===== src/rtl/anc_pkg.sv =====
// Shared definitions for the ANC FIR multiply-accumulate block.
// Contents: default width constants, ceil-log2 helper, filter state enum.
package anc_pkg;

   localparam int unsigned DefDataW = 11;
   localparam int unsigned DefCoefW = 11;
   localparam int unsigned DefTaps  = 16;
   localparam int unsigned DefShift = 10;

   // Ceil(log2(v)), never less than 1 so index ports always have a bit.
   function automatic int unsigned clog2(input int unsigned v);
      int unsigned r;
      r = 1;
      while ((32'd1 << r) < v) begin
         r++;
      end
      return r;
   endfunction

   typedef enum logic [1:0] {
      StIdle,
      StMac,
      StRound
   } filt_state_e;

endpackage


===== src/rtl/anc_fir_mac_if.sv =====
// Sample/coefficient/result bundle for anc_fir_mac.
// master: drives Sample_Valid_In, Sig_In, Coef_Wr_En, Coef_Wr_Addr, Wz_In, Coef_Commit;
//         receives Busy, FiltOut, Out_Valid, Overflow, Drop.
// slave : the filter side, directions reversed.
interface anc_fir_mac_if
   import anc_pkg::*;
#(
   parameter int unsigned DATA_W = DefDataW,
   parameter int unsigned COEF_W = DefCoefW,
   parameter int unsigned TAPS   = DefTaps
);
   localparam int unsigned AW = clog2(TAPS);

   logic                     Sample_Valid_In;
   logic signed [DATA_W-1:0] Sig_In;
   logic                     Coef_Wr_En;
   logic [AW-1:0]            Coef_Wr_Addr;
   logic signed [COEF_W-1:0] Wz_In;
   logic                     Coef_Commit;
   logic                     Busy;
   logic signed [DATA_W-1:0] FiltOut;
   logic                     Out_Valid;
   logic                     Overflow;
   logic                     Drop;

   modport master (
      output Sample_Valid_In, Sig_In, Coef_Wr_En, Coef_Wr_Addr, Wz_In, Coef_Commit,
      input  Busy, FiltOut, Out_Valid, Overflow, Drop
   );

   modport slave (
      input  Sample_Valid_In, Sig_In, Coef_Wr_En, Coef_Wr_Addr, Wz_In, Coef_Commit,
      output Busy, FiltOut, Out_Valid, Overflow, Drop
   );

endinterface


===== src/rtl/anc_round_sat.sv =====
// Combinational round-half-up by 2^SHIFT followed by saturation to DATA_W.
// Ports: acc_i  - full-precision signed accumulator
//        res_o  - rounded, saturated result
//        clip_o - high when saturation changed the rounded value
module anc_round_sat
   import anc_pkg::*;
#(
   parameter int unsigned ACC_W  = DefDataW + DefCoefW + clog2(DefTaps),
   parameter int unsigned DATA_W = DefDataW,
   parameter int unsigned SHIFT  = DefShift
) (
   input  logic signed [ACC_W-1:0]  acc_i,
   output logic signed [DATA_W-1:0] res_o,
   output logic                     clip_o
);

   // One guard bit so adding the rounding constant can never wrap.
   localparam logic signed [ACC_W:0] Half   = {{ACC_W{1'b0}}, 1'b1} << (SHIFT - 1);
   localparam logic signed [ACC_W:0] MaxVal = {{(ACC_W-DATA_W+2){1'b0}}, {(DATA_W-1){1'b1}}};
   localparam logic signed [ACC_W:0] MinVal = {{(ACC_W-DATA_W+2){1'b1}}, {(DATA_W-1){1'b0}}};

   logic signed [ACC_W:0] sum;
   logic signed [ACC_W:0] shr;

   always_comb begin
      sum    = $signed({acc_i[ACC_W-1], acc_i}) + Half;
      shr    = sum >>> SHIFT;
      clip_o = 1'b0;
      res_o  = shr[DATA_W-1:0];
      if (shr > MaxVal) begin
         res_o  = {1'b0, {(DATA_W-1){1'b1}}};
         clip_o = 1'b1;
      end else if (shr < MinVal) begin
         res_o  = {1'b1, {(DATA_W-1){1'b0}}};
         clip_o = 1'b1;
      end
   end

endmodule


===== src/rtl/anc_fir_mac.sv =====
// Serial FIR filter for ANC: one tap per clock into a full-precision accumulator,
// then a rounding/saturation cycle. Coefficients are double-buffered (shadow/active).
// Ports: Clk_100M - clock, rising edge
//        Reset    - synchronous active-high reset
//        fir_if   - slave side of anc_fir_mac_if (sample in, coefficient writes,
//                   Busy/FiltOut/Out_Valid/Overflow/Drop out)
module anc_fir_mac
   import anc_pkg::*;
#(
   parameter int unsigned DATA_W = DefDataW,
   parameter int unsigned COEF_W = DefCoefW,
   parameter int unsigned TAPS   = DefTaps,
   parameter int unsigned SHIFT  = DefShift
) (
   input logic          Clk_100M,
   input logic          Reset,
   anc_fir_mac_if.slave fir_if
);

   localparam int unsigned AW     = clog2(TAPS);
   localparam int unsigned ACC_W  = DATA_W + COEF_W + AW;
   localparam int unsigned PROD_W = DATA_W + COEF_W;

   filt_state_e              state_q, state_d;
   logic [AW-1:0]            tap_q, tap_d;
   logic signed [ACC_W-1:0]  acc_q, acc_d;
   logic signed [DATA_W-1:0] x_q [TAPS];
   logic signed [DATA_W-1:0] x_d [TAPS];
   logic signed [COEF_W-1:0] w_sh_q [TAPS];
   logic signed [COEF_W-1:0] w_sh_d [TAPS];
   logic signed [COEF_W-1:0] w_act_q [TAPS];
   logic signed [COEF_W-1:0] w_act_d [TAPS];
   logic                     pend_q, pend_d;
   logic signed [DATA_W-1:0] filt_q, filt_d;
   logic                     out_valid_q, out_valid_d;
   logic                     ovf_q, ovf_d;
   logic                     drop_q, drop_d;

   logic signed [PROD_W-1:0] prod;
   logic signed [DATA_W-1:0] rs_res;
   logic                     rs_clip;
   logic                     copy;

   anc_round_sat #(
      .ACC_W (ACC_W),
      .DATA_W(DATA_W),
      .SHIFT (SHIFT)
   ) u_round_sat (
      .acc_i (acc_q),
      .res_o (rs_res),
      .clip_o(rs_clip)
   );

   always_comb begin
      state_d     = state_q;
      tap_d       = tap_q;
      acc_d       = acc_q;
      x_d         = x_q;
      w_sh_d      = w_sh_q;
      w_act_d     = w_act_q;
      pend_d      = pend_q | fir_if.Coef_Commit;
      filt_d      = filt_q;
      out_valid_d = 1'b0;
      ovf_d       = 1'b0;
      drop_d      = 1'b0;

      prod = PROD_W'(x_q[tap_q]) * PROD_W'(w_act_q[tap_q]);

      if (fir_if.Coef_Wr_En) begin
         w_sh_d[fir_if.Coef_Wr_Addr] = fir_if.Wz_In;
      end

      // Copy from the post-write shadow so a same-cycle write is included; only
      // in IDLE so the active bank is stable for a whole MAC pass.
      copy = (state_q == StIdle) && (pend_q || fir_if.Coef_Commit);
      if (copy) begin
         w_act_d = w_sh_d;
         pend_d  = 1'b0;
      end

      unique case (state_q)
         StIdle: begin
            if (fir_if.Sample_Valid_In) begin
               state_d = StMac;
               tap_d   = '0;
               acc_d   = '0;
               x_d[0]  = fir_if.Sig_In;
               for (int k = 1; k < TAPS; k++) begin
                  x_d[k] = x_q[k-1];
               end
            end
         end
         StMac: begin
            acc_d  = acc_q + ACC_W'(prod);
            tap_d  = tap_q + AW'(1);
            drop_d = fir_if.Sample_Valid_In;
            if (tap_q == AW'(TAPS - 1)) begin
               state_d = StRound;
            end
         end
         StRound: begin
            state_d     = StIdle;
            filt_d      = rs_res;
            out_valid_d = 1'b1;
            ovf_d       = rs_clip;
            drop_d      = fir_if.Sample_Valid_In;
         end
         default: state_d = StIdle;
      endcase
   end

   always_ff @(posedge Clk_100M) begin
      if (Reset) begin
         state_q     <= StIdle;
         tap_q       <= '0;
         acc_q       <= '0;
         pend_q      <= 1'b0;
         filt_q      <= '0;
         out_valid_q <= 1'b0;
         ovf_q       <= 1'b0;
         drop_q      <= 1'b0;
         for (int k = 0; k < TAPS; k++) begin
            x_q[k]     <= '0;
            w_sh_q[k]  <= '0;
            w_act_q[k] <= '0;
         end
      end else begin
         state_q     <= state_d;
         tap_q       <= tap_d;
         acc_q       <= acc_d;
         pend_q      <= pend_d;
         filt_q      <= filt_d;
         out_valid_q <= out_valid_d;
         ovf_q       <= ovf_d;
         drop_q      <= drop_d;
         x_q         <= x_d;
         w_sh_q      <= w_sh_d;
         w_act_q     <= w_act_d;
      end
   end

   assign fir_if.Busy      = (state_q != StIdle);
   assign fir_if.FiltOut   = filt_q;
   assign fir_if.Out_Valid = out_valid_q;
   assign fir_if.Overflow  = ovf_q;
   assign fir_if.Drop      = drop_q;

endmodule


===== src/flat_wrapper.sv =====
// flat-port wrapper written by rule: the top's interface ports become plain ports
module anc_fir_mac_flat import anc_pkg::*;
#(
   parameter int unsigned DATA_W = DefDataW,
   parameter int unsigned COEF_W = DefCoefW,
   parameter int unsigned TAPS   = DefTaps,
   parameter int unsigned SHIFT  = DefShift
)
  (Clk_100M, Reset, fir_if_Sample_Valid_In, fir_if_Sig_In, fir_if_Coef_Wr_En, fir_if_Coef_Wr_Addr, fir_if_Wz_In, fir_if_Coef_Commit, fir_if_Busy, fir_if_FiltOut, fir_if_Out_Valid, fir_if_Overflow, fir_if_Drop);
  anc_fir_mac_if #(.DATA_W(DATA_W), .COEF_W(COEF_W), .TAPS(TAPS)) fir_if_i ();
  input logic Clk_100M;
  input logic Reset;
  input wire logic [$bits(fir_if_i.Sample_Valid_In)-1:0] fir_if_Sample_Valid_In;
  input wire logic [$bits(fir_if_i.Sig_In)-1:0] fir_if_Sig_In;
  input wire logic [$bits(fir_if_i.Coef_Wr_En)-1:0] fir_if_Coef_Wr_En;
  input wire logic [$bits(fir_if_i.Coef_Wr_Addr)-1:0] fir_if_Coef_Wr_Addr;
  input wire logic [$bits(fir_if_i.Wz_In)-1:0] fir_if_Wz_In;
  input wire logic [$bits(fir_if_i.Coef_Commit)-1:0] fir_if_Coef_Commit;
  output wire logic [$bits(fir_if_i.Busy)-1:0] fir_if_Busy;
  output wire logic [$bits(fir_if_i.FiltOut)-1:0] fir_if_FiltOut;
  output wire logic [$bits(fir_if_i.Out_Valid)-1:0] fir_if_Out_Valid;
  output wire logic [$bits(fir_if_i.Overflow)-1:0] fir_if_Overflow;
  output wire logic [$bits(fir_if_i.Drop)-1:0] fir_if_Drop;
  assign fir_if_i.Sample_Valid_In = fir_if_Sample_Valid_In;
  assign fir_if_i.Sig_In = fir_if_Sig_In;
  assign fir_if_i.Coef_Wr_En = fir_if_Coef_Wr_En;
  assign fir_if_i.Coef_Wr_Addr = fir_if_Coef_Wr_Addr;
  assign fir_if_i.Wz_In = fir_if_Wz_In;
  assign fir_if_i.Coef_Commit = fir_if_Coef_Commit;
  assign fir_if_Busy = fir_if_i.Busy;
  assign fir_if_FiltOut = fir_if_i.FiltOut;
  assign fir_if_Out_Valid = fir_if_i.Out_Valid;
  assign fir_if_Overflow = fir_if_i.Overflow;
  assign fir_if_Drop = fir_if_i.Drop;
  anc_fir_mac #(.DATA_W(DATA_W), .COEF_W(COEF_W), .TAPS(TAPS), .SHIFT(SHIFT)) u_core (.Clk_100M(Clk_100M), .Reset(Reset), .fir_if(fir_if_i));
endmodule

===== config.mk =====
export PLATFORM = sky130hd
export DESIGN_NAME = anc_fir_mac_flat
export DESIGN_NICKNAME = d
export VERILOG_FILES = /design/src/rtl/anc_pkg.sv /design/src/rtl/anc_fir_mac_if.sv /design/src/rtl/anc_round_sat.sv /design/src/rtl/anc_fir_mac.sv /design/src/flat_wrapper.sv
export SDC_FILE = /design/constraint.sdc
export NUM_CORES = 2
export LEC_CHECK = 0
export CAP_MARGIN = 20
export CORE_MARGIN = 2
export CORE_UTILIZATION = 60
export DETAILED_ROUTE_END_ITERATION = 6
export GPL_ROUTABILITY_DRIVEN = 1
export PLACE_DENSITY = 0.85
export SYNTH_ARGS = -nofsm -noshare
export SYNTH_HDL_FRONTEND = slang
export SYNTH_SLANG_ARGS = --single-unit

===== constraint.sdc =====
create_clock -name Clk_100M -period 10.1 [get_ports Clk_100M]
set_clock_uncertainty 0.1 [all_clocks]
set_input_delay 1.01 -clock Clk_100M [delete_from_list [all_inputs] [get_ports Clk_100M]]
set_output_delay 1.01 -clock Clk_100M [all_outputs]
set_load 0.005 [all_outputs]

Word-level counts from Yosys, hierarchy flattened
Cells that the tools add are included.
- latch bits: 0
- output and inout port bits: 15
- memories kept: 0
- register bits: 575
- bits of input ports: 31
- ROM bits: 0
- RAM bits: 0
- $add $sub $neg: 3
- magnitude comparators: 5
- reductions and logical operators: 13
- bitwise operators: 5
- divide/modulo/power cells: 0
- equality and inequality tests: 5
- multipliers: 1
- shifts and indexed selects: 0
- muxes and demuxes: 22
- operators with widths (cell ; number):
    $bwmux W176 ; 1
    $mux W176 ; 1
    $bmux W11 S4 ; 2
    $mux W11 ; 7
    $pmux W26 S2 ; 1
    $demux W11 S4 ; 1
    $add A26 B11 Y27 const B ; 1
    $add A26 B22 Y26 ; 1
    $mux W26 ; 1
    $mul A11 B11 Y22 ; 1
    $gt A17 B11 Y1 const B ; 1
    $lt A17 B11 Y1 const B ; 1
    $ge A5 B5 Y1 const B ; 2
    $not A4 Y5 ; 2
    $pmux W4 S2 ; 1
    $reduce_or A2 Y1 ; 4
    $reduce_and A2 Y1 ; 3
    $lt A5 B1 Y1 const B ; 1
    $add A4 B1 Y4 const B ; 1
    $eq A4 B4 Y1 const B ; 1
    $mux W2 ; 2
    $mux W4 ; 1
    $pmux W2 S2 ; 1
    $reduce_bool A2 Y1 ; 2
    other kinds (10) ; 14

Depth between registers and ports, before layout
- depth in word-level cells: 7
- depth in mapped cells: 26
- gate-level depth less buffers: 23

Cells and area by module
A second synthesis with hierarchy kept.
- cells, all modules: 3025
- area, all modules: 28965.3 µm²
- modules (own cells, without submodules) (module ; times used ; seq. area each (µm²) ; area an instance (µm²) ; cells an instance):
    anc_fir_mac ; 1 ; 11511.0 ; 28504.8 ; 2957
    anc_round_sat ; 1 ; 0.0 ; 460.4 ; 68

Least setup slack after synthesis
OpenSTA, ideal clock, no wires.
- path type: reg2reg
- start: register u_core.tap_q[1]
- end: register u_core.acc_q[24]
- arrival time: 7111 ps
- setup slack: 2827 ps
- library setup time: 62 ps
- stages on the path, launching flop included: 24
- cell sequence: dfxtp_1 buf_2 buf_1 mux4_2 mux4_2 inv_2 nor2_1 fa_1 inv_1 fa_1 fa_1 inv_1 fa_1 inv_1 fa_1 inv_1 ha_1 o21ai_0 nor2_1 a311oi_1 o31ai_1 o21ai_0 or4_1 nand3_1
- longest elaborated chain between the ends: 7
- RTL lines (element ; RTL line ; text):
    start: declaration ; anc_fir_mac.sv:25 ; logic [AW-1:0] tap_q, tap_d;
    start signal: assignment ; anc_fir_mac.sv:129 ; tap_q <= tap_d;
    $not A4 Y5 (not written as such) (*) ; anc_fir_mac.sv:67 ; prod = PROD_W'(x_q[tap_q]) * PROD_W'(w_act_q[tap_q]);
    $bmux W11 S4 ; anc_fir_mac.sv:67 ;
    $mux W11 (not written as such) (2 in series) ; anc_fir_mac.sv:67 ;
    $mul A11 B11 Y22 (*) ; anc_fir_mac.sv:67 ;
    $add A26 B22 Y26 (*) ; anc_fir_mac.sv:94 ; acc_d = acc_q + ACC_W'(prod);
    $pmux W26 S2 (*) ; anc_fir_mac.sv:81 ; unique case (state_q)
    end signal: assignment ; anc_fir_mac.sv:116 ; acc_q <= '0;
    end signal: assignment ; anc_fir_mac.sv:130 ; acc_q <= acc_d;
    end: declaration ; anc_fir_mac.sv:26 ; logic signed [ACC_W-1:0] acc_q, acc_d;
Mark *: on every way between the ends. The rest lies on a longest branch, timed or not. The select of a mux whose other input is x is not followed.
A chain may end at the register's enable or synchronous reset.

Worst setup path after layout
- start: register u_core.tap_q[1]
- end: register u_core.acc_q[22]
The elaborated chain is that of the path after synthesis.

==> results.md <==
- Peak Freq: 131 MHz
- Max stage delay cell, worst path: dfxtp_4
- Clock power frac: 0.418
- Skew-Pair Late Insertion Delay: 0.65 ns
- Max-Cap Viols: 0
- GPL Wtd Cong: roughly 0.97
- Worst path arrival time: roughly 8.1 ns
- WL/cell: between 15 and 20 µm
- Sink Count: between 500 and 600
- Initial Util: 0.607
- Final net count: about 3,200
- Ys Warns: 0
- Most common cell after layout, fill and taps aside: dfxtp_1
- Slew Viols, Final: 0
- Post-synth EDFFs: 0
- Comb power frac: 0.143
- NetSw: approximately 0.0015 W
- Fin. Hold Viols: 0
- Cells after Synth: slightly above 3,000
- Layout Utilization: 0.664
- HPWL after DPL: roughly 44 mm
- DIE WIDTH: between 200 and 250 µm
- Sequential area share after synthesis: 0.398
- Vias in the first global route: between 20,000 and 25,000
- Tcrit/Tclk final: 0.754
- Peak supply drop: 0.173 mV
- CTS tree: yes
- Via/cell ratio: roughly 6
- Commonest cells after routing, fill and taps aside: 571 x dfxtp_1, 445 x nand2_1, 442 x nor2_1
- Final worst path period need: approximately 7.6 ns
- Drt drc: 0
- Crit-path leading delay family: adder cells
- Initial DRC Count: 2,192
- Slew @ Worst Pin: 1.24 ns
- Ratio of cells with drive above 1 in the final layout: 0.0843
- Total grt overflow: 0
- HP Class: register to register
- CP Buf/Inv Count: 2
- CTS max path bufs: 3
- Router iterations before antenna repair: 5
- Initial antenna violation count: 1
- Die area: about 50,000 µm²
- Power Density: approximately 170 nW/µm²
- Synthesized net count: about 3,300
- Synth area leader: dfxtp_1
- Mapped Avg Cell Area: roughly 9.6 µm²
- Post-CTS Setup Repair Bufs: 0
- Startpoint types: register
- I/O Buffers: 45
- Largest net degree at the start of global routing: about 150
- Crit-path cells: mux4_2, mux2_2, o21ai_1, nor2b_1, fa_1, fa_1, fa_1, fa_1, inv_1, fa_1, inv_1, ha_1, a21oi_1, o21ai_0, a311oi_1, o31ai_1, o21ai_0, mux2i_1, nand2_1
- Crit Path Category: register to register
- Critical path's most frequent cell: fa_1
- Final setup fails: 0
- Slowest stage delay, CP: about 0.85 ns
- Synth cell types: 68
- Die H: 224 µm
- Post-CTS sizing: 0
- Gr usage total: 0.270
- Seq cells post-synth: ~580
- Internal: 0.00400 W
- Clock transition at path regs: around 0.070 ns
- TritonCTS Buffers: between 50 and 60
- Required time of the critical path: around 11 ns
- Static leakage: 12.5 nW
- IO Pins: 46
- Post-Syn Area: about 29,000 µm²
- Layout area overhead: 9.31%
- Core area: roughly 48,000 µm²
- Reg power frac: 0.439
- Post-Route Setup TNS: 0 ns
- Hold Buf Count CTS: 0
- Routed Wire Length: about 67 mm
- Yosys top cell area share: 0.398
- Root buffer cell: clkbuf_16
- Ys flop type: dfxtp_1
- Via count: roughly 22,000
- RSZ-0062 raised after global routing: no
- Ys async rst share: 0
- Status: finished, final reports clean
- Rows: 80
- CP Max Fanout: 45
- Rel. slew slack: 0.176
- Sw Share: 0.274
- CTS H-tree lvls: 2
- Crit. End Element: register
- Largest cells by area after synthesis: dfxtp_1 40%, fa_1 11%, mux4_2 7.1%, mux2i_1 6.3%, nand2_1 5.8%
- Antenna viol nets, final: 0
- First-pass GRT wire length: ~110 mm
[worst paths after layout]
path	from	to	slack, ns	cells past startpoint
hold / removal	u_core.x_q[5]	u_core.x_q[5]	0.35	2
setup / recovery	u_core.tap_q[1]	u_core.acc_q[22]	2.49	19
setup reg to reg	u_core.tap_q[1]	u_core.acc_q[22]	2.49	19
hold reg to reg	u_core.x_q[5]	u_core.x_q[5]	0.35	2
[sequential cells by signal, indices dropped and copies added, names as in the netlist]
signal and cells:
u_core.w_act_q 176, u_core.w_sh_q 176, u_core.x_q 176, u_core.acc_q 26, u_core.fir_if.FiltOut 11, u_core.tap_q 4, u_core.state_q 2, u_core.fir_if.Drop 1
u_core.fir_if.Out_Valid 1, u_core.fir_if.Overflow 1, u_core.pend_q 1
[cell type report]
class                      count  area, µm²
fill                        3341      16000
multi-input combinational   2003      15600
sequential                   575      11500
clock buffer                  73       1600
inverter                     227        852
tap                          615        769
timing repair buffer          77        756
clock inverter                35        500
antenna                        1       2.50
[stage by stage]
stage / hold slack, ns / power [W] / setup slack, ns / instance area (µm²) / cells
2_1_floorplan: 0.332 / 0.00305 / 2.83 / 28900 / 3023
3_3_place_gp: 0.338 / 0.00319 / 2.72 / 29500 / 3494
3_5_place_dp: 0.345 / 0.00324 / 2.52 / 29500 / 3495
4_1_cts: 0.355 / 0.00552 / 2.56 / 31600 / 3603
5_1_grt: 0.373 / 0.00573 / 2.09 / 31600 / 3606
6_report: 0.354 / 0.00551 / 2.49 / 31600 / 3606
[power by group through the flow]
stage	Combinational (W)	Clock (W)	Sequential, W
floorplan	0.000618	0	0.00244
global placement	0.000729	0	0.00246
detailed placement	0.000769	0	0.00247
CTS	0.000778	0.00233	0.00242
global route	0.000884	0.00242	0.00243
finish	0.000788	0.00231	0.00242
[cell usage after synthesis, types with 7 or more instances]
master      n
a211oi_1  181
a21o_1      8
a21oi_1   195
a22oi_1    16
and2_1     17
buf_1      20
buf_2      23
buf_6       9
clkbuf_1  163
dfxtp_1   575
fa_1      157
ha_1       72
inv_1     223
mux2i_1   182
mux4_1     15
mux4_2     91
nand2_1   446
nand2b_1   16
nand3_1    10
nand4_1     7
nor2_1    444
nor2b_1    16
o21a_1      7
o21ai_0    17
xnor2_1    20
xor2_1     12
[per-layer routing]
layer / share of wire / wire, µm / vias up / track usage
met3: 0.056 / 3760 / 179 / 0.0416
met1: 0.41 / 27900 / 10700 / 0.343
met5: 0 / 0 / - / 0
li1: - / - / 9954 / -
met2: 0.50 / 33400 / 741 / 0.462
met4: 0.034 / 2300 / 0 / 0.109
[tightest hold or removal path: cells and delay by family, from the launching register on]
family | cells | cell delay, ns
simple gates | 1 | 0.05
flops | 1 | 0.31
compound gates | 1 | 0.05
[cell families (layout without fill, tap and decap cells)]
kind of cell	Yosys count	after routing	share of synthesized area
simple gates	991	991	0.138
flops	575	575	0.398
compound gates	459	459	0.103
buf+inv	445	412	0.0628
mux	292	292	0.149
fa+ha+maj	229	229	0.140
xor+xnor	32	32	0.00969
other cells	0	1	0
(Power assumes the default switching activity.)
